`src/rtl/dmem_pkg.sv`:
```
// Shared types for the data-memory arbiter: memop encodings, access sizes, FSM states.
// No logic latency and no flow control of its own; definitions only.
package dmem_pkg;

  localparam logic [2:0] MEMOP_B  = 3'b000;
  localparam logic [2:0] MEMOP_H  = 3'b001;
  localparam logic [2:0] MEMOP_W  = 3'b010;
  localparam logic [2:0] MEMOP_BU = 3'b100;
  localparam logic [2:0] MEMOP_HU = 3'b101;

  typedef enum logic [1:0] {
    SZ_B = 2'd0,
    SZ_H = 2'd1,
    SZ_W = 2'd2
  } size_t;

  typedef enum logic {
    ST_IDLE    = 1'b0,
    ST_RD_WAIT = 1'b1
  } state_t;

  // Low two memop bits carry the size; the unused load encodings 011/110/111 fall onto word.
  function automatic size_t memop_size(input logic [2:0] memop);
    case (memop[1:0])
      2'b00:   memop_size = SZ_B;
      2'b01:   memop_size = SZ_H;
      default: memop_size = SZ_W;
    endcase
  endfunction

endpackage

```
`src/rtl/dmem_lane_align.sv`:
```
// Byte-lane steering: store lane enables/replication, alignment/legality check, load extract/extend.
// Combinational, zero latency; no handshake.
module dmem_lane_align
  import dmem_pkg::*;
(
  input  logic        is_store,
  input  logic [1:0]  addr_lo,
  input  logic [2:0]  memop,
  input  logic [31:0] wdata,
  input  logic [31:0] rdata,
  output logic [3:0]  be,
  output logic [31:0] wdata_rep,
  output logic        err,
  output logic [31:0] rdata_ext
);

  size_t       size;
  logic        illegal;
  logic        misalign;
  logic        sign_ld;
  logic [31:0] shifted;

  always_comb begin
    size      = memop_size(memop);
    illegal   = is_store && !(memop inside {MEMOP_B, MEMOP_H, MEMOP_W});
    misalign  = ((size == SZ_H) && addr_lo[0]) || ((size == SZ_W) && (addr_lo != 2'b00));
    err       = illegal || misalign;
    sign_ld   = !memop[2];
    shifted   = rdata >> {addr_lo, 3'b000};
    be        = 4'b0000;
    wdata_rep = wdata;
    rdata_ext = rdata;
    case (size)
      SZ_B: begin
        be        = 4'b0001 << addr_lo;
        wdata_rep = {4{wdata[7:0]}};
        rdata_ext = {{24{sign_ld & shifted[7]}}, shifted[7:0]};
      end
      SZ_H: begin
        be        = addr_lo[1] ? 4'b1100 : 4'b0011;
        wdata_rep = {2{wdata[15:0]}};
        rdata_ext = {{16{sign_ld & shifted[15]}}, shifted[15:0]};
      end
      default: begin
        be        = 4'b1111;
        wdata_rep = wdata;
        rdata_ext = rdata;
      end
    endcase
  end

endmodule

```
`src/rtl/dmem_arbiter.sv`:
```
// Two-port round-robin arbiter onto a single-ported data memory; one outstanding access.
// Grant same cycle as request in IDLE, load data one cycle later; requests held until gnt, no grants in RD_WAIT.
module dmem_arbiter
  import dmem_pkg::*;
#(
  parameter int MEM_AW = 15
) (
  input  logic              clk,
  input  logic              reset,
  input  logic              p0_req,
  input  logic              p0_we,
  input  logic [31:0]       p0_addr,
  input  logic [31:0]       p0_wdata,
  input  logic [2:0]        p0_memop,
  output logic              p0_gnt,
  output logic              p0_rvalid,
  output logic [31:0]       p0_rdata,
  output logic              p0_err,
  input  logic              p1_req,
  input  logic              p1_we,
  input  logic [31:0]       p1_addr,
  input  logic [31:0]       p1_wdata,
  input  logic [2:0]        p1_memop,
  output logic              p1_gnt,
  output logic              p1_rvalid,
  output logic [31:0]       p1_rdata,
  output logic              p1_err,
  output logic [MEM_AW-1:0] mem_addr,
  output logic              mem_re,
  output logic              mem_we,
  output logic [3:0]        mem_be,
  output logic [31:0]       mem_wdata,
  input  logic [31:0]       mem_rdata
);

  state_t      state, state_nxt;
  logic        last_p1, last_p1_nxt;
  logic        load_gnt;
  logic        rd_port;
  logic [1:0]  rd_addr_lo;
  logic [2:0]  rd_memop;

  logic        sel;
  logic        sel_we;
  logic [31:0] sel_addr;
  logic [31:0] sel_wdata;
  logic [2:0]  sel_memop;

  logic [3:0]  req_be;
  logic [31:0] req_wdata;
  logic        req_err;
  logic [31:0] st_rdata_unused;
  logic [3:0]  ld_be_unused;
  logic [31:0] ld_wdata_unused;
  logic        ld_err;
  logic [31:0] ld_rdata;
  logic        addr_unused;

  // sel=1 picks port 1: it wins when alone, or on contention when port 0 was granted last.
  assign sel       = (p0_req && p1_req) ? !last_p1 : p1_req;
  assign sel_we    = sel ? p1_we    : p0_we;
  assign sel_addr  = sel ? p1_addr  : p0_addr;
  assign sel_wdata = sel ? p1_wdata : p0_wdata;
  assign sel_memop = sel ? p1_memop : p0_memop;

  assign mem_addr    = sel_addr[MEM_AW+1:2];
  assign mem_wdata   = req_wdata;
  assign addr_unused = ^sel_addr[31:MEM_AW+2];

  // Request path: checks the access being granted this cycle and builds the store lanes.
  dmem_lane_align u_req_align (
    .is_store  (sel_we),
    .addr_lo   (sel_addr[1:0]),
    .memop     (sel_memop),
    .wdata     (sel_wdata),
    .rdata     (32'h0),
    .be        (req_be),
    .wdata_rep (req_wdata),
    .err       (req_err),
    .rdata_ext (st_rdata_unused)
  );

  // Load path: re-evaluates the latched load so RD_WAIT needs no separate error flop.
  dmem_lane_align u_ld_align (
    .is_store  (1'b0),
    .addr_lo   (rd_addr_lo),
    .memop     (rd_memop),
    .wdata     (32'h0),
    .rdata     (mem_rdata),
    .be        (ld_be_unused),
    .wdata_rep (ld_wdata_unused),
    .err       (ld_err),
    .rdata_ext (ld_rdata)
  );

  always_ff @(posedge clk) begin
    if (reset) begin
      state      <= ST_IDLE;
      last_p1    <= 1'b1;
      rd_port    <= 1'b0;
      rd_addr_lo <= 2'b00;
      rd_memop   <= 3'b000;
    end else begin
      state   <= state_nxt;
      last_p1 <= last_p1_nxt;
      if (load_gnt) begin
        rd_port    <= sel;
        rd_addr_lo <= sel_addr[1:0];
        rd_memop   <= sel_memop;
      end
    end
  end

  always_comb begin
    state_nxt   = state;
    last_p1_nxt = last_p1;
    load_gnt    = 1'b0;
    p0_gnt      = 1'b0;
    p1_gnt      = 1'b0;
    p0_rvalid   = 1'b0;
    p1_rvalid   = 1'b0;
    mem_re      = 1'b0;
    mem_we      = 1'b0;
    mem_be      = 4'b0000;

    case (state)
      ST_IDLE: begin
        if (p0_req || p1_req) begin
          last_p1_nxt = sel;
          p0_gnt      = !sel;
          p1_gnt      = sel;
          if (sel_we) begin
            mem_we = !req_err;
            mem_be = req_err ? 4'b0000 : req_be;
          end else begin
            load_gnt  = 1'b1;
            mem_re    = !req_err;
            state_nxt = ST_RD_WAIT;
          end
        end
      end
      ST_RD_WAIT: begin
        p0_rvalid = !rd_port;
        p1_rvalid = rd_port;
        state_nxt = ST_IDLE;
      end
      default: state_nxt = ST_IDLE;
    endcase

    // Reset is synchronous, but the outputs are combinational, so hold them quiet during it.
    if (reset) begin
      load_gnt  = 1'b0;
      p0_gnt    = 1'b0;
      p1_gnt    = 1'b0;
      p0_rvalid = 1'b0;
      p1_rvalid = 1'b0;
      mem_re    = 1'b0;
      mem_we    = 1'b0;
      mem_be    = 4'b0000;
    end
  end

  assign p0_err   = (p0_gnt && sel_we && req_err) || (p0_rvalid && ld_err);
  assign p1_err   = (p1_gnt && sel_we && req_err) || (p1_rvalid && ld_err);
  assign p0_rdata = (p0_rvalid && !ld_err) ? ld_rdata : 32'h0;
  assign p1_rdata = (p1_rvalid && !ld_err) ? ld_rdata : 32'h0;

endmodule

```
`config.mk`:
```
export PLATFORM = sky130hd
export DESIGN_NAME = dmem_arbiter
export DESIGN_NICKNAME = d
export VERILOG_FILES = /design/src/rtl/dmem_pkg.sv /design/src/rtl/dmem_lane_align.sv /design/src/rtl/dmem_arbiter.sv
export SDC_FILE = /design/constraint.sdc
export NUM_CORES = 1
export LEC_CHECK = 0
export CAP_MARGIN = 20
export CORE_AREA = 2 2 114 116
export CTS_CLUSTER_DIAMETER = 60
export CTS_CLUSTER_SIZE = 30
export DETAILED_ROUTE_END_ITERATION = 10
export DIE_AREA = 0 0 116 118
export PLACE_DENSITY = 0.84
export SYNTH_ARGS = -nofsm -noshare
export SYNTH_HDL_FRONTEND = slang
export SYNTH_SLANG_ARGS = --single-unit
```
`constraint.sdc`:
```
create_clock -name clk -period 1.7 [get_ports clk]
set_input_delay 0.255 -clock clk [delete_from_list [all_inputs] [get_ports clk]]
set_output_delay 0.255 -clock clk [all_outputs]
set_load 0.005 [all_outputs]
```
==> flow_summary.toml <==
[drt]
remaining_drc_errors = 0
highest_layer = "met5"
vias_per_cell = 6.206
met3WireLength_um = 3964
wl_met1_um = 10040
wl_met2_um = 13590
drtPass1Iterations = 7
wl_per_cell_um = 27.80
drtIter0Drc = 933
wirelength_um = 30720
num_vias = 6858
ant_nets = 0

[logic_synthesis]
synth.most_common_cell = "nand2_1"
synth_cell_types = 53
yosysTopAreaCell = "mux2i_1"
async_flop_share_pct = 0
synth_top_area_share_pct = 12.03
ys_warn_count = 0
ys_ff_latch = 8
syn_area_mm2 = 0.003161
synth_cells = 480
synthFlopType = "dfxtp_1"
syn_nets = 652
synth_edf_count = 0
synth_common_cells = "86 x nand2_1, 70 x nor2_1, 38 x mux2i_1"
avgSynthCellArea_um2 = 6.584
ys_seq_area_share_pct = 5.067
synth_area_leaders = "mux2i_1 12%, nand2_1 10%, nor2_1 8.3%"

[clock_tree]
cts_buffers = 3
cts_tree = "yes"
cts_htree_levels = 1
cts_root_buf = "clkbuf_16"
cts_sinks = 8
clk_pin_slew_ns = 0.06
cts_max_path_buffers = 2
clk_latency_ns = 0.26

[power]
p_comb_share_pct = 82.3
p_seq_share_pct = 5.9
intPower_mw = 2.264
ir_worst_vdd_mv = 0.3171
p_leak_nw = 4.234
p_per_area_mw_per_mm2 = 432.0
netSwitchingFraction_pct = 42.85
p_switching_mw = 1.697
clkPwrFrac_pct = 11.8

[grt]
grt_max_degree = 17
grt-ovfl-total = 0
grt_pass1_vias = 6468
grt_pass1_wl_um = 37100
antenna_found_initial = 3
grt_use_total_pct = 34.72

[timing]
setup_viol = 127
tightest_slew_ns = 0.5598
holdWs_ns = 0.5029
hold_violations = 0
finalSetupTns_ns = -58.12
fmax_mhz = 401.0
finalCritPeriodShare_pct = 146.7
clock_skew_ns = 0.01831
setup_ws_ns = -0.7941
slew_viol_final = 0
rsz0062_at_grt = "yes"
fin_crit_ns = 2.494
relSlewSlack_pct = 62.28

[setup_path]
slowest_delay_ns = 0.39
critical-path-slowest-cell = "dfxtp_4"
critPathLaunchType = "flip-flop"
path_buf_inv = 6
path_cells = "buf_6, nand3b_1, o21ai_1, buf_4, a211oi_4, buf_6, buf_8, buf_6, o2bb2ai_4, buf_2"
arrival_ns = 2.24
end_kind = "output port"
required_ns = 1.44
cp_max_fo = 7
cp_top_family = "buffers and inverters"
worstSetupPathType = "flip-flop to output port"
path_common_cell = "buf_6"

[outcome]
violations = "negative setup slack"
status = "complete, but fails checks"

[layout]
num-fill-cells = 691
seqCellArea_um2 = 183.9
drive_gt1_share_pct = 62.69
nets = 1104
multi_input_area_mm2 = 0.003799
area_delta_synth_final_pct = 190.1

[die]
start_util_pct = 25.46
die-area_mm2 = 0.01369
ios = 295
std_cell_rows = 41
die_w_um = 116
coreArea_mm2 = 0.01241
fp.dieH_um = 118

[place]
dp_hpwl_um = 12770
gp_congestion = 0.9190
port_buffers = 264

[min_path]
hold_class = "input pin to flip-flop"

[run]
drv_cap = 0
==> worst paths after layout <==
| kind | end | slack (ns) | cells past startpoint | from |
|---|---|---|---|---|
| min | last_p1 | 0.50 | 4 | p1_req |
| max reg2reg | rd_memop[0] | -0.36 | 8 | last_p1 |
| min reg2reg | rd_memop[0] | 0.61 | 2 | rd_memop[0] |
| max | p0_rdata[23] | -0.79 | 10 | rd_addr_lo[1] |
==> worst min-delay path, stage by stage <==
cell and delay [ns]:
buf_2 0.11, buf_6 0.11, a21oi_1 0.06, o21ai_0 0.17
==> through the flow <==
stage / std cells / setup WS [ns] / cell area (um2) / power (mW) / utilization [%]
floorplan: 480 / 0.009538 / 3161 / 0.9799 / -
global placement: 952 / -1.121 / 6446 / 1.975 / 51.93
detailed placement: 952 / -1.184 / 6446 / 1.996 / 51.93
CTS: 1071 / -0.5269 / 8377 / 3.299 / 67.48
global route: 1103 / -0.9040 / 9163 / 4.046 / 73.81
finish: 1105 / -0.7941 / 9168 / 3.961 / 73.85
==> power by group through the flow <==
stage          Clock (mW)  Combinational (mW)  Sequential, mW
6_report            0.468                3.26           0.235
5_1_grt             0.470                3.34           0.234
4_1_cts             0.393                2.68           0.226
3_5_place_dp            0                1.77           0.228
3_3_place_gp            0                1.75           0.227
2_1_floorplan           0               0.762           0.218
==> kinds of logic after synthesis <==
family / Yosys count / share of synthesized area, %
AND/OR/NAND/NOR: 223 / 31.83
buffers and inverters: 68 / 12.79
multiplexers: 57 / 19.64
flip-flops: 8 / 5.067
AO/OA/AOI/OAI: 124 / 30.68
==> cells in the final DEF (no fill, tap or decap), types with 10 or more instances in the layout <==
master and instances:
o2bb2ai_2 20, nand2_1 51, nor2_2 14, mux2i_4 12, buf_8 19, mux2_4 16, nor2_4 13, mux2i_1 24
o2bb2ai_4 11, o21ai_2 21, clkdlybuf4s50_1 130, nand3b_1 10, buf_2 88, buf_12 10, nand3_1 22, nand2_2 26
nor2_1 44, buf_4 113, o21ai_0 10, buf_6 119
==> what timing repair did <==
item                                    CTS  global route
cloned                                   16             1
setup buffers                           105            51
gates resized for setup                 770           207
endpoints found under the setup margin  129           129
pin swaps                                82            80
hold buffers                              0             0
hold endpoints to repair                  0             0
==> state kept, by name, summed over array words and instances (netlist names) <==
name        flops
last_p1         1
rd_addr_lo      2
rd_memop        3
rd_port         1
state           1
==> layout make-up <==
type	instances	area share (%)
clock buffer	3	0.8189
multi-input combinational	404	41.44
tap	172	2.347
inverter	7	0.2866
antenna	3	0.08189
sequential	8	2.006
timing repair buffer	508	53.02
==> metal layers <==
metal | track usage (%) | vias to the layer above
met5 | 0 | -
met4 | 18.23 | 2
met3 | 10.50 | 317
met2 | 56.62 | 758
met1 | 40.39 | 3141
li1 | - | 2640
No activity file was read; power rests on OpenSTA's default activity.
